## src/rtl/wavetable_port_arbiter_pkg.sv

```systemverilog
// Shared constants for the wavetable RAM arbiter: ctrl register bit map,
// I2C register addresses and the clear-sequencer state encoding.
package wavetable_port_arbiter_pkg;

  localparam int WT_CTRL_WR_EN    = 0;
  localparam int WT_CTRL_AUTO_INC = 1;
  localparam int WT_CTRL_CLEAR    = 2;

  localparam logic [7:0] WT_REG_IDX  = 8'h13;
  localparam logic [7:0] WT_REG_DATA = 8'h14;
  localparam logic [7:0] WT_REG_CTRL = 8'h15;

  typedef enum logic [0:0] {
    WT_IDLE  = 1'b0,
    WT_CLEAR = 1'b1
  } wt_state_t;

endpackage

```

## src/rtl/wavetable_port_arbiter_wt_wr_fifo.sv

```systemverilog
// Small synchronous FIFO that buffers {addr,data} host writes ahead of the RAM.
// Pushes while full and pops while empty are ignored.
module wt_wr_fifo
  import wavetable_port_arbiter_pkg::*;
#(
  parameter int WIDTH = 13,
  parameter int DEPTH = 4
) (
  input  logic             i_clk,
  input  logic             i_rst_n,
  input  logic             i_push,
  input  logic [WIDTH-1:0] i_din,
  input  logic             i_pop,
  output logic [WIDTH-1:0] o_dout,
  output logic             o_full,
  output logic             o_empty
);

  localparam int PW = $clog2(DEPTH);

  logic [WIDTH-1:0] r_mem [DEPTH];
  logic [PW:0]      r_wp;
  logic [PW:0]      r_rp;
  logic             w_wr;
  logic             w_rd;

  // Extra MSB on the pointers distinguishes full from empty.
  assign o_empty = (r_wp == r_rp);
  assign o_full  = (r_wp[PW] != r_rp[PW]) && (r_wp[PW-1:0] == r_rp[PW-1:0]);
  assign o_dout  = r_mem[r_rp[PW-1:0]];
  assign w_wr    = i_push & ~o_full;
  assign w_rd    = i_pop & ~o_empty;

  always_ff @(posedge i_clk or negedge i_rst_n) begin
    if (!i_rst_n) begin
      r_wp <= '0;
      r_rp <= '0;
    end else begin
      if (w_wr) r_wp <= r_wp + (PW+1)'(1);
      if (w_rd) r_rp <= r_rp + (PW+1)'(1);
    end
  end

  always_ff @(posedge i_clk) begin
    if (w_wr) r_mem[r_wp[PW-1:0]] <= i_din;
  end

endmodule

```

## src/rtl/wavetable_port_arbiter.sv

```systemverilog
// Single-port wavetable RAM owner: oscillator reads win arbitration, buffered host
// writes and the clear sequencer get forced through after MAX_WR_WAIT lost rounds.
module wavetable_port_arbiter
  import wavetable_port_arbiter_pkg::*;
#(
  parameter int ADDR_W      = 5,
  parameter int DATA_W      = 8,
  parameter int FIFO_DEPTH  = 4,
  parameter int MAX_WR_WAIT = 15
) (
  input  logic              i_clk,
  input  logic              i_rst_n,
  input  logic [ADDR_W-1:0] i_cfg_idx,
  input  logic              i_idx_load_stb,
  input  logic [DATA_W-1:0] i_cfg_data,
  input  logic              i_cfg_wr_stb,
  input  logic [7:0]        i_cfg_ctrl,
  input  logic              i_rd_req,
  input  logic [ADDR_W-1:0] i_rd_addr,
  output logic              o_rd_valid,
  output logic [DATA_W-1:0] o_rd_data,
  output logic              o_mem_en,
  output logic              o_mem_we,
  output logic [ADDR_W-1:0] o_mem_addr,
  output logic [DATA_W-1:0] o_mem_wdata,
  input  logic [DATA_W-1:0] i_mem_rdata,
  output logic              o_busy,
  output logic              o_overflow,
  output logic [ADDR_W-1:0] o_wr_ptr
);

  localparam int FW = ADDR_W + DATA_W;
  localparam int SW = $clog2(MAX_WR_WAIT + 1);

  wt_state_t         r_state;
  logic [ADDR_W-1:0] r_wr_ptr;
  logic [ADDR_W-1:0] r_clr_addr;
  logic [ADDR_W-1:0] r_pend_addr;
  logic              r_pend_vld;
  logic              r_clr_armed;
  logic              r_clr_d;
  logic              r_rd_vld;
  logic              r_overflow;
  logic [DATA_W-1:0] r_rd_hold;
  logic [SW-1:0]     r_starve;

  logic              w_push_req, w_push, w_drop, w_pop;
  logic [ADDR_W-1:0] w_push_addr;
  logic [FW-1:0]     w_fifo_dout;
  logic              w_fifo_full, w_fifo_empty;
  logic [ADDR_W-1:0] w_head_addr;
  logic [DATA_W-1:0] w_head_data;
  logic              w_rd_cand, w_wr_cand, w_force, w_rd_gnt, w_wr_gnt;
  logic [ADDR_W-1:0] w_rd_addr;
  logic              w_clr_edge;
  logic              w_unused;

  assign w_unused    = ^i_cfg_ctrl[7:3];

  assign w_push_req  = i_cfg_wr_stb & i_cfg_ctrl[WT_CTRL_WR_EN];
  assign w_push_addr = i_idx_load_stb ? i_cfg_idx : r_wr_ptr;
  assign w_push      = w_push_req & ~w_fifo_full;
  assign w_drop      = w_push_req & w_fifo_full;

  wt_wr_fifo #(.WIDTH(FW), .DEPTH(FIFO_DEPTH)) u_fifo (
    .i_clk   (i_clk),
    .i_rst_n (i_rst_n),
    .i_push  (w_push),
    .i_din   ({w_push_addr, i_cfg_data}),
    .i_pop   (w_pop),
    .o_dout  (w_fifo_dout),
    .o_full  (w_fifo_full),
    .o_empty (w_fifo_empty)
  );

  assign w_head_addr = w_fifo_dout[FW-1:DATA_W];
  assign w_head_data = w_fifo_dout[DATA_W-1:0];

  // A fresh request takes precedence over a parked one.
  assign w_rd_cand = i_rd_req | r_pend_vld;
  assign w_rd_addr = i_rd_req ? i_rd_addr : r_pend_addr;
  assign w_wr_cand = (r_state == WT_CLEAR) | ~w_fifo_empty;
  assign w_force   = (r_starve == SW'(MAX_WR_WAIT));
  assign w_rd_gnt  = w_rd_cand & ~(w_wr_cand & w_force);
  assign w_wr_gnt  = w_wr_cand & ~w_rd_gnt;
  assign w_pop     = w_wr_gnt & (r_state == WT_IDLE);
  assign w_clr_edge = i_cfg_ctrl[WT_CTRL_CLEAR] & ~r_clr_d;

  assign o_mem_en    = w_rd_gnt | w_wr_gnt;
  assign o_mem_we    = w_wr_gnt;
  assign o_mem_addr  = w_rd_gnt ? w_rd_addr :
                       !w_wr_gnt ? '0 :
                       (r_state == WT_CLEAR) ? r_clr_addr : w_head_addr;
  assign o_mem_wdata = (w_wr_gnt && r_state == WT_IDLE) ? w_head_data : '0;

  assign o_rd_valid = r_rd_vld;
  assign o_rd_data  = r_rd_vld ? i_mem_rdata : r_rd_hold;
  assign o_busy     = (r_state == WT_CLEAR) | r_clr_armed | ~w_fifo_empty;
  assign o_overflow = r_overflow;
  assign o_wr_ptr   = r_wr_ptr;

  always_ff @(posedge i_clk or negedge i_rst_n) begin
    if (!i_rst_n) begin
      r_wr_ptr   <= '0;
      r_overflow <= 1'b0;
    end else begin
      if (i_idx_load_stb) r_wr_ptr <= i_cfg_idx;
      if (w_push)
        r_wr_ptr <= i_cfg_ctrl[WT_CTRL_AUTO_INC] ? w_push_addr + ADDR_W'(1) : w_push_addr;
      if (!i_cfg_ctrl[WT_CTRL_WR_EN]) r_overflow <= 1'b0;
      else if (w_drop)                r_overflow <= 1'b1;
    end
  end

  always_ff @(posedge i_clk or negedge i_rst_n) begin
    if (!i_rst_n) begin
      r_rd_vld    <= 1'b0;
      r_rd_hold   <= '0;
      r_pend_vld  <= 1'b0;
      r_pend_addr <= '0;
      r_starve    <= '0;
    end else begin
      r_rd_vld <= w_rd_gnt;
      if (r_rd_vld) r_rd_hold <= i_mem_rdata;
      if (w_rd_gnt) begin
        r_pend_vld <= 1'b0;
      end else if (i_rd_req) begin
        r_pend_vld  <= 1'b1;
        r_pend_addr <= i_rd_addr;
      end
      if (w_wr_gnt)       r_starve <= '0;
      else if (w_wr_cand) r_starve <= r_starve + SW'(1);
    end
  end

  // Clear waits for the FIFO to drain so earlier host writes are not wiped out of order.
  always_ff @(posedge i_clk or negedge i_rst_n) begin
    if (!i_rst_n) begin
      r_state     <= WT_IDLE;
      r_clr_addr  <= '0;
      r_clr_armed <= 1'b0;
      r_clr_d     <= 1'b0;
    end else begin
      r_clr_d <= i_cfg_ctrl[WT_CTRL_CLEAR];
      case (r_state)
        WT_IDLE: begin
          if (w_clr_edge) r_clr_armed <= 1'b1;
          if (r_clr_armed && w_fifo_empty) begin
            r_state     <= WT_CLEAR;
            r_clr_addr  <= '0;
            r_clr_armed <= 1'b0;
          end
        end
        WT_CLEAR: begin
          if (w_wr_gnt) begin
            r_clr_addr <= r_clr_addr + ADDR_W'(1);
            if (r_clr_addr == '1) r_state <= WT_IDLE;
          end
        end
        default: r_state <= WT_IDLE;
      endcase
    end
  end

endmodule

```

## config.mk

```make
export PLATFORM = sky130hd
export DESIGN_NAME = wavetable_port_arbiter
export DESIGN_NICKNAME = d
export VERILOG_FILES = /design/src/rtl/wavetable_port_arbiter_pkg.sv /design/src/rtl/wavetable_port_arbiter_wt_wr_fifo.sv /design/src/rtl/wavetable_port_arbiter.sv
export SDC_FILE = /design/constraint.sdc
export NUM_CORES = 1
export LEC_CHECK = 0
export CORE_MARGIN = 3
export CORE_UTILIZATION = 41
export DETAILED_ROUTE_END_ITERATION = 10
export RECOVER_POWER = 25
export SYNTH_ARGS = -nofsm -noshare
export SYNTH_HDL_FRONTEND = slang
export SYNTH_SLANG_ARGS = --single-unit
export TNS_END_PERCENT = 30
```

## constraint.sdc

```tcl
create_clock -name i_clk -period 4.95 [get_ports i_clk]
set_input_delay 0.7425 -clock i_clk [delete_from_list [all_inputs] [get_ports i_clk]]
set_output_delay 0.7425 -clock i_clk [all_outputs]
set_load 0.005 [all_outputs]
```

==> results by group <==
Status
  – Outcome: complete, but fails checks
  – Failing checks: capacitance limit, slew limit

Cells and area
  – Design area: between 4000 and 5000 µm²
  – Area delta synth->final: 23.1%
  – Filler cell count: 834
  – Fin nets: 370
  – Fraction of layout cells with a size suffix above 1: 12.5%
  – # diodes: 0

Synthesis
  – Top cells by area, synth: edfxtp_1, dfrtp_1, mux4_2
  – Most frequent cell after synthesis: edfxtp_1
  – Mapped Nets: a little over 300
  – Synth area leader: edfxtp_1
  – Cell count after synthesis: 258
  – Register bit total from synthesis: a little over 90
  – Top cell type's share of synthesized area: 39.0%
  – Avg Inst Size Synth: around 16 µm²
  – Post-Syn Area: 4000 µm²
  – Ys async rst share: 42.9%
  – Sequential element share of the synthesized area: around 63%
  – Post-synth EDFFs: 52
  – Post-synth top cells: edfxtp_1, dfrtp_1, mux2_2, nand2_1, mux4_2
  – Yosys warning total: 0
  – Synth cell types: 44
  – Ys flop type: edfxtp_1

Route
  – Routed WL per cell: 16.5 µm
  – Total wire length: 7.55 mm
  – DRC: 0
  – Routed Antenna Nets: 0
  – DR vias/cell: a little over 5
  – DR vias: around 2,300
  – Drt pass-1 iters: 5
  – Initial DRC count: 97

Placement
  – Routability cong.: 0.772
  – Port-buffer cells: 64
  – Placed cell areas: 4740 µm²
  – Post-detail-place hpwl: 5.13 mm

STA
  – Setup-failing EPs final: 0
  – Relative slew slack: -44.7%
  – Final Slew Violations: 40
  – Fmax: 256 MHz
  – Hold violation count in the final report: 0
  – Final Cycle Share: 78.9%
  – RSZ-0062 raised after global routing: no
  – Clk_skew: ~0.014 ns
  – Setup_tns: 0 ns
  – Min Clock Period, post-route: 3.90 ns
  – Worst-Margin Slew: 2.17 ns

Clocking
  – Reg clk slew, reported paths: around 0.1 ns
  – CTS H-Tree Depth: 3
  – TritonCTS buffer count: 9
  – CTS tree: built
  – # hold bufs at CTS: 0
  – Root buffer selected by CTS: clkbuf_8
  – PostCTS Resize Cnt: 0
  – Clock latency on the worst-skew pair: 0.36 ns
  – Number of setup buffers added after CTS: 0
  – Longest Clk Path Bufs: 2
  – Clock Sinks: 91

Worst setup path
  – Setup crit start kind: primary input
  – Max stage delay on crit path: 0.62 ns
  – RR Startpoint: u_fifo.r_rp[1]
  – Crit Path Class: primary input to output port
  – Crit path launch: i_rd_req
  – Crit path max fanout: 10
  – Critical Path RT: 4.21 ns
  – Slowest-stage cell, CP: clkdlybuf4s50_1
  – CP bufs+invs: 2
  – Endpoint class of the critical path: output port
  – Worst-path cell chain: clkdlybuf4s50_1, nor2_2, nor2_1, or3_1, and2b_1, clkdlybuf4s50_1
  – Flop-to-flop setup slack: between 2 and 2.5 ns
  – Data arrival, critical path: 3.16 ns
  – CP top delay family: simple AND/OR/NAND/NOR gates
  – Most used cell, CP: clkdlybuf4s50_1

Die
  – Die Area: 11,000 µm²
  – Die Wd: 105 µm
  – Initial Util: approximately 43%
  – Rows: 35
  – I/O pins: 70
  – Core footprint: ~9400 µm²
  – Die Ht: 105 µm

Global routing
  – GR peak layer: met2
  – Global-route track usage on met1: 19.3%
  – Met3 GRT Util: 3.95%
  – Overall global routing resource usage: 14.9%
  – Vias in the first global route: 2,404
  – M2 GR Usage: between 20% and 30%
  – Initial antenna violation count: 0
  – Global-route wire length before repair: 12.8 mm
  – Largest net degree at the start of global routing: 40
  – GR Overflow Total: 0

Hold path
  – Hold WC Path Type: flip-flop to flip-flop
  – Hold Crit Start: r_rd_hold[3]

Power
  – Worst vdd ir: 0.182 mV
  – Static leakage: 1.83 nW
  – Power density cells: 450 nW/µm²

Run
  – Max_cap viols: 1
## layer usage
layer,routed length [µm],up-vias
met5,0,-
met4,51,0
met3,275,2
met2,3850,40
met1,3370,1157
li1,-,1104
## registers in the layout (all words and copies together) (netlist names), 3 cells and up
signal        flops
o_wr_ptr          5
r_clr_addr        5
r_pend_addr       5
r_rd_hold         8
r_starve          4
u_fifo.r_mem     52
u_fifo.r_rp       3
u_fifo.r_wp       3
## cell families (layout without fill, tap and decap cells)
group	count (synthesis)	count (layout)	synth area share [%]
and+or+nand+nor	50	50	7.07
muxes	40	40	15.0
buffers and inverters	20	89	2.66
adders and majority gates	9	9	2.82
xor gates and xnor gates	15	15	3.66
DFF	91	91	63.4
AOI/OAI and AO/OA	33	33	5.41
## cells in the final DEF, fill, tap and decap left out, types with 4 or more instances in the layout
master | synthesis | final
dlygate4sd3_1 | 0 | 10
dfrtp_1 | 39 | 39
clkbuf_8 | 0 | 9
xnor2_1 | 10 | 10
inv_1 | 6 | 6
a32oi_1 | 5 | 5
mux2_2 | 13 | 6
o21ai_0 | 8 | 8
and2_1 | 4 | 4
a21oi_1 | 8 | 8
nor2_1 | 5 | 5
clkdlybuf4s50_1 | 0 | 53
mux2_1 | 5 | 12
mux2i_1 | 8 | 8
mux4_2 | 11 | 11
nor2b_1 | 8 | 8
a22o_1 | 5 | 5
edfxtp_1 | 52 | 52
ha_1 | 9 | 9
nand2_1 | 13 | 13
## path summary, 6_finish.rpt
check / endpoint / cells after the start
max: o_mem_wdata[7] / 6
min: r_rd_hold[3] / 1
max reg2reg: u_fifo.r_mem[3][5] / 3
min reg2reg: r_rd_hold[3] / 1
max in group asynchronous: r_pend_addr[3] / 1
min in group asynchronous: r_rd_hold[0] / 1
## cell type report
| type | instances | area (µm²) | share of cell area, % |
|---|---|---|---|
| sequential | 91 | 2540 | 51.6 |
| multi-input combinational | 147 | 1360 | 27.6 |
| timing repair buffer | 67 | 657 | 13.3 |
| tap | 129 | 161 | 3.28 |
| clock buffer | 9 | 124 | 2.52 |
| clock inverter | 7 | 63.8 | 1.30 |
| inverter | 6 | 22.5 | 0.458 |
## power breakdown
group	internal (mW)	switching [mW]	total [mW]
Combinational	0.377	0.286	0.663
Clock	0.195	0.289	0.484
Sequential	0.948	0.120	1.07
## metrics by stage
| stage | utilization, % | setup WS (ns) | hold WS (ns) | std cells | power [mW] |
|---|---|---|---|---|---|
| after floorplan | - | 2.35 | 0.447 | 258 | 1.53 |
| after global placement | 50.5 | 1.01 | 0.469 | 440 | 1.75 |
| after detailed placement | 50.5 | 1.02 | 0.475 | 440 | 1.76 |
| after CTS | 52.5 | 1.01 | 0.497 | 456 | 2.25 |
| after global routing | 52.5 | 0.793 | 0.523 | 456 | 2.36 |
| final | 52.5 | 1.05 | 0.491 | 456 | 2.21 |
No activity file was read; power rests on OpenSTA's default activity.
